`config.mk`:
```
export PLATFORM = sky130hd
export DESIGN_NAME = alu_op_sequencer
export DESIGN_NICKNAME = d
export VERILOG_FILES = /design/src/rtl/alu_seq_pkg.sv /design/src/rtl/alu_seq_ram.sv /design/src/rtl/alu_op_sequencer.sv
export SDC_FILE = /design/constraint.sdc
export NUM_CORES = 1
export LEC_CHECK = 0
export BUFFER_PORTS_ARGS = -buffer_cell sky130_fd_sc_hd__buf_2
export CORE_ASPECT_RATIO = 1.2
export CORE_UTILIZATION = 45
export DETAILED_ROUTE_END_ITERATION = 12
export PLACE_DENSITY = 0.65
export SETUP_SLACK_MARGIN = 0.2
export SLEW_MARGIN = 5
export SYNTH_ARGS = -nofsm -noshare
export SYNTH_HDL_FRONTEND = slang
export SYNTH_HIERARCHICAL = 1
export SYNTH_SLANG_ARGS = --single-unit
```
`constraint.sdc`:
```
create_clock -name clk -period 2.5 [get_ports clk]
set_input_delay 0.125 -clock clk [delete_from_list [all_inputs] [get_ports clk]]
set_output_delay 0.125 -clock clk [all_outputs]
set_load 0.03 [all_outputs]
```
`src/rtl/alu_seq_pkg.sv`:
```
// Shared types and constants for the ALU op sequencer: FSM state, ALU function codes and
// step-word field layout.
package alu_seq_pkg;

  typedef enum logic [1:0] {
    StIdle  = 2'd0,
    StIssue = 2'd1,
    StLoad  = 2'd2,
    StDone  = 2'd3
  } seq_state_e;

  localparam logic [2:0] FN_HOLD  = 3'b000;
  localparam logic [2:0] FN_MUL   = 3'b001;
  localparam logic [2:0] FN_SHL   = 3'b010;
  localparam logic [2:0] FN_AND   = 3'b011;
  localparam logic [2:0] FN_OR    = 3'b100;
  localparam logic [2:0] FN_PASSB = 3'b101;
  localparam logic [2:0] FN_ADD   = 3'b110;
  localparam logic [2:0] FN_ADDFA = 3'b111;

  // Step word is {func[2:0], data[3:0]}
  localparam int unsigned FuncW   = 3;
  localparam int unsigned DataW   = 4;
  localparam int unsigned StepW   = FuncW + DataW;
  localparam int unsigned DataLsb = 0;
  localparam int unsigned FuncLsb = DataW;

  function automatic logic [FuncW-1:0] step_func(input logic [StepW-1:0] word);
    return word[FuncLsb +: FuncW];
  endfunction

  function automatic logic [DataW-1:0] step_data(input logic [StepW-1:0] word);
    return word[DataLsb +: DataW];
  endfunction

endpackage

```
`src/rtl/alu_seq_ram.sv`:
```
// Program store for the ALU op sequencer: DEPTH x W words, synchronous write,
// asynchronous read. Contents are deliberately not reset.
module alu_seq_ram #(
  parameter int unsigned DEPTH = 16,
  parameter int unsigned AW    = 4,
  parameter int unsigned W     = 7
) (
  input  logic          clk,
  input  logic          we,
  input  logic [AW-1:0] waddr,
  input  logic [W-1:0]  wdata,
  input  logic [AW-1:0] raddr,
  output logic [W-1:0]  rdata
);

  logic [W-1:0] mem_q [DEPTH];

  always_ff @(posedge clk) begin
    if (we) begin
      mem_q[waddr] <= wdata;
    end
  end

  assign rdata = mem_q[raddr];

endmodule

```
`src/rtl/alu_op_sequencer.sv`:
```
// Programmable initiator for the 3-bit-function ALU and accumulator register: runs len steps
// from program RAM, two cycles per step. ALU_SEQ_SINGLE_STEP_EN adds a step input gating ISSUE.
module alu_op_sequencer
  import alu_seq_pkg::*;
#(
  parameter int unsigned DEPTH = 16,
  parameter int unsigned AW    = 4
) (
  input  logic             clk,
  input  logic             rst,
  input  logic             prog_we,
  input  logic [AW-1:0]    prog_addr,
  input  logic [StepW-1:0] prog_data,
  input  logic [AW:0]      len,
  input  logic             start,
`ifdef ALU_SEQ_SINGLE_STEP_EN
  input  logic             step,
`endif
  input  logic [7:0]       alu_result,
  output logic [FuncW-1:0] func_o,
  output logic [DataW-1:0] data_o,
  output logic             load_o,
  output logic [7:0]       result_o,
  output logic [AW-1:0]    pc_o,
  output logic             busy_o,
  output logic             done_o
);

  seq_state_e       state_q, state_d;
  logic [AW-1:0]    pc_q, pc_d;
  logic [AW:0]      len_q, len_d;
  logic [FuncW-1:0] func_q, func_d;
  logic [DataW-1:0] data_q, data_d;
  logic             load_q, load_d;
  logic             done_q, done_d;
  logic             busy_q, busy_d;
  logic [7:0]       result_q, result_d;

  logic             ram_we;
  logic [AW-1:0]    rd_addr;
  logic [StepW-1:0] rd_word;
  logic [AW:0]      len_clamped;
  logic             last_step;
  logic             step_ok;

`ifdef ALU_SEQ_SINGLE_STEP_EN
  assign step_ok = step;
`else
  assign step_ok = 1'b1;
`endif

  assign ram_we      = prog_we && (state_q == StIdle);
  // The only reads are step 0 on start and step pc+1 leaving LOAD
  assign rd_addr     = (state_q == StLoad) ? pc_q + AW'(1) : '0;
  assign len_clamped = (len > (AW+1)'(DEPTH)) ? (AW+1)'(DEPTH) : len;
  assign last_step   = ({1'b0, pc_q} == len_q - (AW+1)'(1));

  alu_seq_ram #(
    .DEPTH (DEPTH),
    .AW    (AW),
    .W     (StepW)
  ) u_ram (
    .clk   (clk),
    .we    (ram_we),
    .waddr (prog_addr),
    .wdata (prog_data),
    .raddr (rd_addr),
    .rdata (rd_word)
  );

  always_comb begin
    state_d  = state_q;
    pc_d     = pc_q;
    len_d    = len_q;
    func_d   = func_q;
    data_d   = data_q;
    load_d   = 1'b0;
    done_d   = 1'b0;
    busy_d   = busy_q;
    result_d = result_q;

    unique case (state_q)
      StIdle: begin
        busy_d = 1'b0;
        if (start) begin
          pc_d   = '0;
          busy_d = 1'b1;
          if (len == '0) begin
            state_d = StDone;
            done_d  = 1'b1;
            func_d  = FN_HOLD;
          end else begin
            len_d   = len_clamped;
            func_d  = step_func(rd_word);
            data_d  = step_data(rd_word);
            state_d = StIssue;
          end
        end
      end
      StIssue: begin
        if (step_ok) begin
          state_d = StLoad;
          load_d  = 1'b1;
        end
      end
      StLoad: begin
        result_d = alu_result;
        if (last_step) begin
          state_d = StDone;
          done_d  = 1'b1;
          func_d  = FN_HOLD;
        end else begin
          pc_d    = pc_q + AW'(1);
          func_d  = step_func(rd_word);
          data_d  = step_data(rd_word);
          state_d = StIssue;
        end
      end
      StDone: begin
        state_d = StIdle;
        busy_d  = 1'b0;
      end
      default: begin
        state_d = StIdle;
        busy_d  = 1'b0;
      end
    endcase
  end

  always_ff @(posedge clk or posedge rst) begin
    if (rst) begin
      state_q  <= StIdle;
      pc_q     <= '0;
      len_q    <= '0;
      func_q   <= FN_HOLD;
      data_q   <= '0;
      load_q   <= 1'b0;
      done_q   <= 1'b0;
      busy_q   <= 1'b0;
      result_q <= '0;
    end else begin
      state_q  <= state_d;
      pc_q     <= pc_d;
      len_q    <= len_d;
      func_q   <= func_d;
      data_q   <= data_d;
      load_q   <= load_d;
      done_q   <= done_d;
      busy_q   <= busy_d;
      result_q <= result_d;
    end
  end

  assign func_o   = func_q;
  assign data_o   = data_q;
  assign load_o   = load_q;
  assign result_o = result_q;
  assign pc_o     = pc_q;
  assign busy_o   = busy_q;
  assign done_o   = done_q;

endmodule

```
==> metrics.md <==
| Metric | Value |
|---|---|
| Area Growth Syn to Fin | `25.7%` |
| Sequential fraction of the synthesis area | `0.676` |
| Rows | `46` |
| Final wirelength | `13400 um` |
| Number of synthesized flops with an enable pin | `112` |
| Die H | `around 130 um` |
| Most common cell in the netlist | `edfxtp_1` |
| Die footprint | `13900 sq um` |
| Residual DRC | `0` |
| Worst slew margin | `0.511` |
| Initial core utilization | `0.459` |
| CP Capture Type | `flip-flop` |
| Most common library cells after synthesis | `edfxtp_1, dfrtp_1, nand2_1, mux4_1, nor2_1` |
| Crit path kind | `reg2reg` |
| LEAKAGE | `between 2 and 3 nW` |
| Final setup fails | `0` |
| Slew Limit Fails | `0` |
| Pin count of the biggest net entering global routing | `30` |
| Cell area after synthesis | `6040 sq um` |
| Final worst path period share | `0.924` |
| WP data arrival | `2610 ps` |
| Max Root-Sink Buffers | `2` |
| Gr usage total | `0.206` |
| Nets | `between 400 and 500` |
| Seq cells post-synth | `between 100 and 150` |
| VDD IR-drop max | `~710 uV` |
| Yosys top cell by area | `edfxtp_1` |
| Die width | `between 100 and 150 um` |
| Share of the synthesized area in the top cell type | `0.556` |
| Initial antenna violation count | `0` |
| Hold crit path type | `in2reg` |
| Global-route wire length before repair | `roughly 20000 um` |
| Final hold viol count | `0` |
| Number of global-route vias before repair | `3739` |
| Ant. Diodes | `0` |
| Multi-input gate area | `1880 sq um` |
| Number of I/O port buffers | `49` |
| Router iterations before antenna repair | `4` |
| Max_cap viols | `0` |
| Worst path required time | `2800 ps` |
| Via count | `between 3k and 4k` |
| Filler cell count | `988` |
| Slew @ Worst Pin | `727 ps` |
| Post-Syn Nets | `389` |
| Register area | `4090 sq um` |
| I/O pin total | `50` |
| CTS sink cnt | `141` |
| Avg Inst Size Synth | `17.0 sq um` |
| Post-route setup TNS | `0 ps` |
| Vias/cell | `5.58` |
| Crit start category | `flip-flop` |
| Warnings, synthesis | `6` |
| Fmax | `433 MHz` |
| Skew final | `6.97 ps` |
| Power Density | `~1100 nW/um^2` |
| Layout cells sized above 1 | `0.380` |
| RSZ-0062 raised after global routing | `true` |
| Core Area | `13200 sq um` |
| DRT iter0 DRCs | `267` |
| Distinct cell type count after synthesis | `44` |
| Final antenna-violating net count | `0` |
| Ys flop type | `edfxtp_1` |
| TritonCTS clock tree | `done` |
| Result of the run | `complete, no violations` |
| Mapped Cells | `355` |
| Cts bufs inserted | `17` |
| Max FO, Critical Path | `5` |
| Main area contributors after synthesis | `edfxtp_1, dfrtp_1, mux4_1, mux4_2, a22oi_1` |
| Routed WL per cell | `20.9 um` |
| Root Driver | `clkbuf_16` |
| Grt total ovfl | `0` |
| Total power after layout | `8.21 mW` |
| Fin crit period | `2310 ps` |
| H-tree depth | `4` |
| Final Wtd Congestion | `0.775` |
| Final HPWL DP | `about 8400 um` |
| Clock-pin transition on the worst setup and hold timing paths | `60 ps` |
| Asr flop ratio synth | `0.206` |
| Clock latency on the worst-skew pair | `410 ps` |
[area by class of cell]
| class | count | share of cell area |
|---|---|---|
| sequential | 141 | 0.538 |
| multi-input combinational | 193 | 0.247 |
| timing repair buffer | 103 | 0.104 |
| clock buffer | 17 | 0.0560 |
| tap | 168 | 0.0277 |
| clock inverter | 15 | 0.0234 |
| inverter | 7 | 0.00346 |
[power breakdown]
| group | total, mW | leakage [nW] | switching [mW] | internal [mW] |
|---|---|---|---|---|
| Combinational | 2.71 | 1.13 | 1.49 | 1.22 |
| Clock | 2.55 | 0.290 | 0.909 | 1.64 |
| Sequential | 2.95 | 1.37 | 0.171 | 2.78 |
[state kept, by name, indices dropped and copies added (netlist names), 2 cells and up]
register     cells
pc_o             4
data_o           4
result_o         8
func_o           3
len_q            5
u_ram/mem_q    112
state_q          2
[layer usage]
metal  track usage  share of wire  vias up  wire [um]
met2         0.351           0.53      110       7060
li1              -              -     1638          -
met4        0.0854          0.019        0        260
met3        0.0502          0.049       12        652
met5             0              0        -          0
met1         0.250           0.41     1834       5470
[stage by stage]
| stage | utilization | instances | worst slack (ps) | instance area, sq um | hold WS, ps |
|---|---|---|---|---|---|
| floorplan | - | 355 | 231 | 6050 | 203 |
| global placement | 0.506 | 591 | 90.5 | 6670 | 211 |
| detailed placement | 0.506 | 591 | 68.5 | 6670 | 225 |
| CTS | 0.573 | 641 | 201 | 7550 | 38.5 |
| global route | 0.577 | 644 | 151 | 7600 | 66.7 |
| finish | 0.577 | 644 | 190 | 7600 | 53.3 |
[cell families after synthesis]
group	Yosys count	share of synthesized area
adder cells (fa/ha/maj)	6	0.0124
AND/OR/NAND/NOR	91	0.0758
XOR/XNOR	7	0.0114
buffers and inverters	21	0.0234
multiplexers	36	0.130
flip-flops	141	0.676
AO/OA/AOI/OAI	53	0.0708
[critical path, cell delays in order, from the launching register on]
cell,delay (ps)
dfrtp_1,390
inv_2,90
ha_4,140
inv_2,50
nor2_4,220
buf_12,150
buf_16,120
mux4_2,500
a22oi_2,260
nand2_1,130
nand3_1,100
o21ai_2,60
[cell usage in the layout, fill, tap and decap left out, types with 7 or more instances in the layout]
cell type | synthesis | routed
o2111ai_1 | 9 | 9
mux4_1 | 17 | 8
a22oi_2 | 0 | 13
buf_4 | 0 | 32
buf_2 | 4 | 49
nor2_1 | 17 | 16
mux2_2 | 8 | 8
dlygate4sd3_1 | 0 | 13
and2_1 | 10 | 8
o21ai_0 | 10 | 7
edfxtp_1 | 112 | 112
nand2b_1 | 7 | 7
nand2_1 | 26 | 26
clkbuf_16 | 0 | 18
dfrtp_1 | 29 | 29
mux4_2 | 11 | 20
o211ai_2 | 7 | 7
nand3_1 | 12 | 12
[timing repair]
action | CTS | global route
cloned | 2 | 1
hold buffers | 13 | 0
pin swaps | 3 | 9
hold endpoints to repair | 41 | 0
setup endpoints to repair | 7 | 7
resized for setup | 16 | 22
buffers inserted | 3 | 2
[final timing paths]
path | start | to | slack [ps] | cells past startpoint
setup / recovery | state_q[0] | func_o[1] | 190 | 11
hold / removal | len[1] | done_o | 50 | 4
setup reg to reg | state_q[0] | func_o[1] | 190 | 11
hold reg to reg | func_o[2] | func_o[2] | 480 | 2
max in group asynchronous | rst | data_o[2] | 1890 | 4
min in group asynchronous | rst | result_o[5] | 320 | 4
(Power assumes the default switching activity.)
